$ cat src/rtl/systolic_mmu_nxn.sv
// N x N weight-stationary systolic matrix unit: skewed activations enter the rows,
// partial sums flow down the columns, de-skewed results feed per-column accumulators.
module systolic_mmu_nxn #(
    parameter int N      = 2,
    parameter int DATA_W = 16,
    parameter int ACC_W  = 32,
    parameter int CNT_W  = 16
) (
    input  logic                      clk,
    input  logic                      reset,
    input  logic                      load_weight,
    input  logic [N*N*DATA_W-1:0]     w_in,
    input  logic                      in_valid,
    input  logic [N*DATA_W-1:0]       a_in,
    input  logic                      acc_clear,
    output logic                      busy,
    output logic                      out_valid,
    output logic [N*ACC_W-1:0]        res_out,
    output logic [N*ACC_W-1:0]        acc_out,
    output logic [CNT_W-1:0]          acc_count
);

    // state | meaning
    // IDLE  | nothing in flight, weight loads accepted
    // RUN   | vectors arriving, weights frozen
    // DRAIN | no new input, waiting for in-flight vectors to emerge
    typedef enum logic [1:0] {
        IDLE  = 2'd0,
        RUN   = 2'd1,
        DRAIN = 2'd2
    } state_t;

    localparam int DEPTH = 2 * N;
    localparam int IF_W  = $clog2(DEPTH + 1);

    state_t                  state_q, state_d;
    logic [IF_W-1:0]         inflight_q, inflight_d;
    logic [DEPTH-1:0]        vld_q;
    logic                    load_ok;

    logic signed [DATA_W-1:0] w_q  [N][N];
    logic signed [DATA_W-1:0] a_q  [N][N];
    logic signed [ACC_W-1:0]  ps_q [N][N];
    logic signed [ACC_W-1:0]  prod [N][N];
    logic [N*DATA_W-1:0]      row_in;
    logic [N*ACC_W-1:0]       res_cur;
    logic [N*ACC_W-1:0]       res_hold_q;
    logic [ACC_W-1:0]         acc_q [N];
    logic [CNT_W-1:0]         cnt_q;

    assign out_valid = vld_q[DEPTH-1];
    assign busy      = (inflight_q != '0) || in_valid;
    // IDLE implies an empty pipeline, so a load issued alongside the first vector lands first
    assign load_ok   = load_weight && (state_q == IDLE);

    always_comb begin
        inflight_d = inflight_q;
        if (in_valid && !out_valid)
            inflight_d = inflight_q + IF_W'(1);
        else if (!in_valid && out_valid)
            inflight_d = inflight_q - IF_W'(1);
    end

    always_comb begin
        state_d = state_q;
        case (state_q)
            IDLE:    if (in_valid) state_d = RUN;
            RUN:     if (!in_valid) state_d = (inflight_d != '0) ? DRAIN : IDLE;
            DRAIN: begin
                if (in_valid)
                    state_d = RUN;
                else if (inflight_d == '0)
                    state_d = IDLE;
            end
            default: state_d = IDLE;
        endcase
    end

    always_ff @(posedge clk or negedge reset) begin
        if (!reset) begin
            state_q    <= IDLE;
            inflight_q <= '0;
            vld_q      <= '0;
        end else begin
            state_q    <= state_d;
            inflight_q <= inflight_d;
            vld_q      <= {vld_q[DEPTH-2:0], in_valid};
        end
    end

    always_ff @(posedge clk or negedge reset) begin
        if (!reset) begin
            for (int i = 0; i < N; i++)
                for (int j = 0; j < N; j++)
                    w_q[i][j] <= '0;
        end else if (load_ok) begin
            for (int i = 0; i < N; i++)
                for (int j = 0; j < N; j++)
                    w_q[i][j] <= w_in[(i*N+j)*DATA_W +: DATA_W];
        end
    end

    // Row i waits i cycles here; the array's first column register adds one more.
    for (genvar i = 0; i < N; i++) begin : g_skew
        if (i == 0) begin : g_direct
            assign row_in[0 +: DATA_W] = a_in[0 +: DATA_W];
        end else begin : g_delay
            logic [DATA_W-1:0] sr [i];
            always_ff @(posedge clk or negedge reset) begin
                if (!reset) begin
                    for (int k = 0; k < i; k++)
                        sr[k] <= '0;
                end else begin
                    sr[0] <= a_in[i*DATA_W +: DATA_W];
                    for (int k = 1; k < i; k++)
                        sr[k] <= sr[k-1];
                end
            end
            assign row_in[i*DATA_W +: DATA_W] = sr[i-1];
        end
    end

    always_comb begin
        for (int i = 0; i < N; i++)
            for (int j = 0; j < N; j++)
                prod[i][j] = ACC_W'((2*DATA_W)'(a_q[i][j]) * (2*DATA_W)'(w_q[i][j]));
    end

    always_ff @(posedge clk or negedge reset) begin
        if (!reset) begin
            for (int i = 0; i < N; i++)
                for (int j = 0; j < N; j++) begin
                    a_q[i][j]  <= '0;
                    ps_q[i][j] <= '0;
                end
        end else begin
            for (int i = 0; i < N; i++) begin
                a_q[i][0] <= row_in[i*DATA_W +: DATA_W];
                for (int j = 1; j < N; j++)
                    a_q[i][j] <= a_q[i][j-1];
            end
            for (int j = 0; j < N; j++) begin
                ps_q[0][j] <= prod[0][j];
                for (int i = 1; i < N; i++)
                    ps_q[i][j] <= ps_q[i-1][j] + prod[i][j];
            end
        end
    end

    // Column j leaves the array j cycles after column 0; delay it N-1-j to realign.
    for (genvar j = 0; j < N; j++) begin : g_deskew
        if (j == N - 1) begin : g_direct
            assign res_cur[j*ACC_W +: ACC_W] = ps_q[N-1][j];
        end else begin : g_delay
            logic [ACC_W-1:0] dq [N-1-j];
            always_ff @(posedge clk or negedge reset) begin
                if (!reset) begin
                    for (int k = 0; k < N - 1 - j; k++)
                        dq[k] <= '0;
                end else begin
                    dq[0] <= ps_q[N-1][j];
                    for (int k = 1; k < N - 1 - j; k++)
                        dq[k] <= dq[k-1];
                end
            end
            assign res_cur[j*ACC_W +: ACC_W] = dq[N-2-j];
        end
    end

    assign res_out = out_valid ? res_cur : res_hold_q;

    always_ff @(posedge clk or negedge reset) begin
        if (!reset) begin
            res_hold_q <= '0;
            cnt_q      <= '0;
            for (int j = 0; j < N; j++)
                acc_q[j] <= '0;
        end else if (out_valid) begin
            res_hold_q <= res_cur;
            for (int j = 0; j < N; j++)
                acc_q[j] <= (acc_clear ? '0 : acc_q[j]) + res_cur[j*ACC_W +: ACC_W];
            if (acc_clear)
                cnt_q <= CNT_W'(1);
            else if (cnt_q != '1)
                cnt_q <= cnt_q + CNT_W'(1);
        end else if (acc_clear) begin
            cnt_q <= '0;
            for (int j = 0; j < N; j++)
                acc_q[j] <= '0;
        end
    end

    always_comb begin
        acc_out = '0;
        for (int j = 0; j < N; j++)
            acc_out[j*ACC_W +: ACC_W] = acc_q[j];
    end

    assign acc_count = cnt_q;

endmodule

$ cat config.mk
export PLATFORM = sky130hd
export DESIGN_NAME = systolic_mmu_nxn
export DESIGN_NICKNAME = d
export VERILOG_FILES = /design/src/rtl/systolic_mmu_nxn.sv
export SDC_FILE = /design/constraint.sdc
export NUM_CORES = 2
export LEC_CHECK = 0
export CORE_MARGIN = 2
export CORE_UTILIZATION = 45
export DETAILED_ROUTE_END_ITERATION = 10
export RECOVER_POWER = 25
export SKIP_CTS_REPAIR_TIMING = 1
export SLEW_MARGIN = 20
export SYNTH_ARGS = -nofsm -noshare
export SYNTH_HDL_FRONTEND = slang
export SYNTH_SLANG_ARGS = --single-unit
$ cat constraint.sdc
create_clock -name clk -period 13.1 [get_ports clk]
set_clock_uncertainty 0.2 [all_clocks]
set_input_delay 2.62 -clock clk [delete_from_list [all_inputs] [get_ports clk]]
set_output_delay 2.62 -clock clk [all_outputs]
set_load 0.02 [all_outputs]
==> out/results.txt <==
Run status: finished with violations
Violated checks: max-capacitance violations, max-slew violations
CTS root buf: clkbuf_16
CP Buf/Inv Count: 2
Worst Slack Setup Final: 3620 ps
Initial antenna violation count: 10
Seq cells post-synth: 457
Synth Area in Compound Gates: 0.0527
Num rows: 132
Routed WL: 136 mm
Syn_area_per_cell: 10.2 um^2
Die area: 133000 um^2
Starting Density: 0.453
PortBufs: 246
First-pass GRT wire length: 223 mm
Layout net count: 7524
Layout cells sized above 1: 0.0408
Netlist Area Pre-Place: 58500 um^2
Ys Warns: 0
CP startpoint kind: flop
Post-DRT Antenna Nets: 0
Post-synth top flop: dfrtp_1
Critical-path maximum fanout: 73
Dpl ws: 6050 ps
Sink Count: 457
Synth Area in Adders: 0.471
Reg-to-reg slack, setup: 6050 ps
Crit Path Class: flop to output port
Worst Setup End Kind: output port
Final Cycle Share: 0.724
Largest family of logic cells by synthesized area: adder cells
CTS Buffer Depth: 3
Pre-Repair DR Iteration Count: 5
Slowest cell on crit path: clkbuf_1
Largest cells by area after synthesis: fa_1 (38%), dfrtp_1 (20%), ha_1 (9.1%)
Vias in the first global route: 40200
Max_cap viols: 3
Synth async-reset ratio: 1.00
CTS buffer count: 55
Wire length per cell: 17.7 um
Worst-Margin Slew: 3720 ps
H-tree depth: 2
Most frequent cells after synthesis: inv_1 (1280), fa_1 (1110), nand2_1 (545)
Relative slew slack: -1.48
Later-pin clock latency in the skew report: 670 ps
Simple-Gate Fraction of Synth Area: 0.124
Slew Limit Fails: 203
Hold Fails Final Rpt: 0
Post-synthesis xor/xnor area fraction: 0.0312
Class of the worst hold path: flop to flop
# DRC: 0
Multiplexer share of the synthesized area: 0.0329
Std-Cell Core Area: 129000 um^2
Unique cell type count in the Yosys netlist: 68
Initial DRC count: 1995
Post-synth EDFFs: 0
Synthesized net count: 7377
GRT Util Overall: 0.212
Most common cell in the netlist: inv_1
Clock Pin Slew Worst Setup and Hold Paths: 60 ps
Gate Count Post-Synth: 5740
Die width: 364 um
Max stage delay on crit path: 2420 ps
Crit path required time: 10280 ps
Seq/Total Area, Yosys: 0.196
Family with the most delay on the worst path: buffers and inverters
Via/cell ratio: 4.98
Crit-path cells: clkbuf_1 > mux2_2 > clkdlybuf4s50_1
Share of the synthesized area in the top cell type: 0.380
Total grt overflow: 0
Final setup vio count: 0
Routability cong.: 0.862
Chip height: 364 um
I/O Pins: 247
Largest net degree at the start of global routing: 148
Min Tclk post-route: 9480 ps
Area added between synthesis and finish: 10.3%
Setup TNS: 0 ps
CTS tree: yes
Cell accounting for the most synthesized area: fa_1
Crit path DAT: 6660 ps
F_max: 105 MHz
Setup repair after global routing missed its margin: false
Detailed placement HPWL: 112 mm
Vias: 38300
## metrics by stage
stage               hold WS [ps]  cells   util  cell area, um^2
finish                       136   7679  0.499            64500
global route                 145   7677  0.499            64500
CTS                          129   7676  0.499            64500
detailed placement           135   7572  0.485            62600
global placement             134   7572  0.485            62600
floorplan                    131   5740      -            58500
## sequential cells by signal (all words and copies together) (netlist names)
name / count
vld_q: 4
res_hold_q: 64
a_q: 64
g_deskew.g_delay.dq: 32
g_skew.g_delay.sr: 16
acc_count: 16
acc_out: 64
ps_q: 128
inflight_q: 3
state_q: 2
w_q: 64
## worst paths after layout
check | from | end | cells past startpoint
worst max-delay path | vld_q[3]$_DFF_PN0_ | res_out[26] | 3
min in group asynchronous | reset | acc_out[51]$_DFFE_PN0P_ | 1
max in group asynchronous | reset | w_q[30]$_DFFE_PN0P_ | 3
worst min-delay path | ps_q[33]$_DFF_PN0_ | g_deskew[0].g_delay.dq[1]$_DFF_PN0_ | 0
worst min register to register | ps_q[33]$_DFF_PN0_ | g_deskew[0].g_delay.dq[1]$_DFF_PN0_ | 0
worst max register to register | a_q[26]$_DFF_PN0_ | ps_q[62]$_DFF_PN0_ | 21
## area by class of cell
| cell class | count | area, um^2 |
|---|---|---|
| well taps | 1742 | 2180 |
| repair buffers | 258 | 2550 |
| inverters | 1280 | 4800 |
| clock buffers | 67 | 1490 |
| multi-input cells | 3835 | 41600 |
| flip-flops and latches | 457 | 11400 |
| clock inverters | 37 | 424 |
| fillers | 12000 | 64700 |
| diodes | 3 | 7.51 |
## cells by family (layout without fill, tap and decap cells)
kind of cell | Yosys count | count (layout)
compound gates | 477 | 477
mux | 171 | 171
xor+xnor | 208 | 208
fa+ha+maj | 1536 | 1536
flops | 457 | 457
simple gates | 1443 | 1443
buf+inv | 1448 | 1642
other cells | 0 | 3
## placed cells by master (no fill, tap or decap), drive strengths merged, types with 5 or more instances in the layout
master,netlist,routed
nand4,16,16
xor2,41,41
a31oi,10,10
dlygate4sd3,0,33
o21a,29,29
o31ai,14,14
nand3,32,32
nor3,27,27
clkinv,0,18
a21o,85,85
and3,15,15
dfrtp,457,457
and2,499,499
or3,13,13
a211oi,17,17
nor2,157,157
bufinv,0,5
nand2,545,545
a21oi,149,149
inv,1280,1289
clkbuf,165,70
buf,3,11
nand2b,38,38
clkinvlp,0,5
xnor2,167,167
fa,1110,1110
o22ai,5,5
ha,426,426
a211o,8,8
mux2,168,168
nor3b,5,5
o21ai,89,89
clkdlybuf4s50,0,211
o21bai,19,19
or2,5,5
nor2b,81,81
## per-layer routing
metal / share of wire / wire [um] / up-vias / global-route usage
li1: - / - / 17600 / -
met1: 0.50 / 67800 / 19700 / 0.328
met2: 0.43 / 58700 / 875 / 0.322
met3: 0.056 / 7540 / 96 / 0.0297
met4: 0.012 / 1610 / 2 / 0.0313
met5: 0.000096 / 13 / - / 0
Power is not shown: default switching activity piles up to over one toggle a cycle in this logic, so the estimate is an artifact.
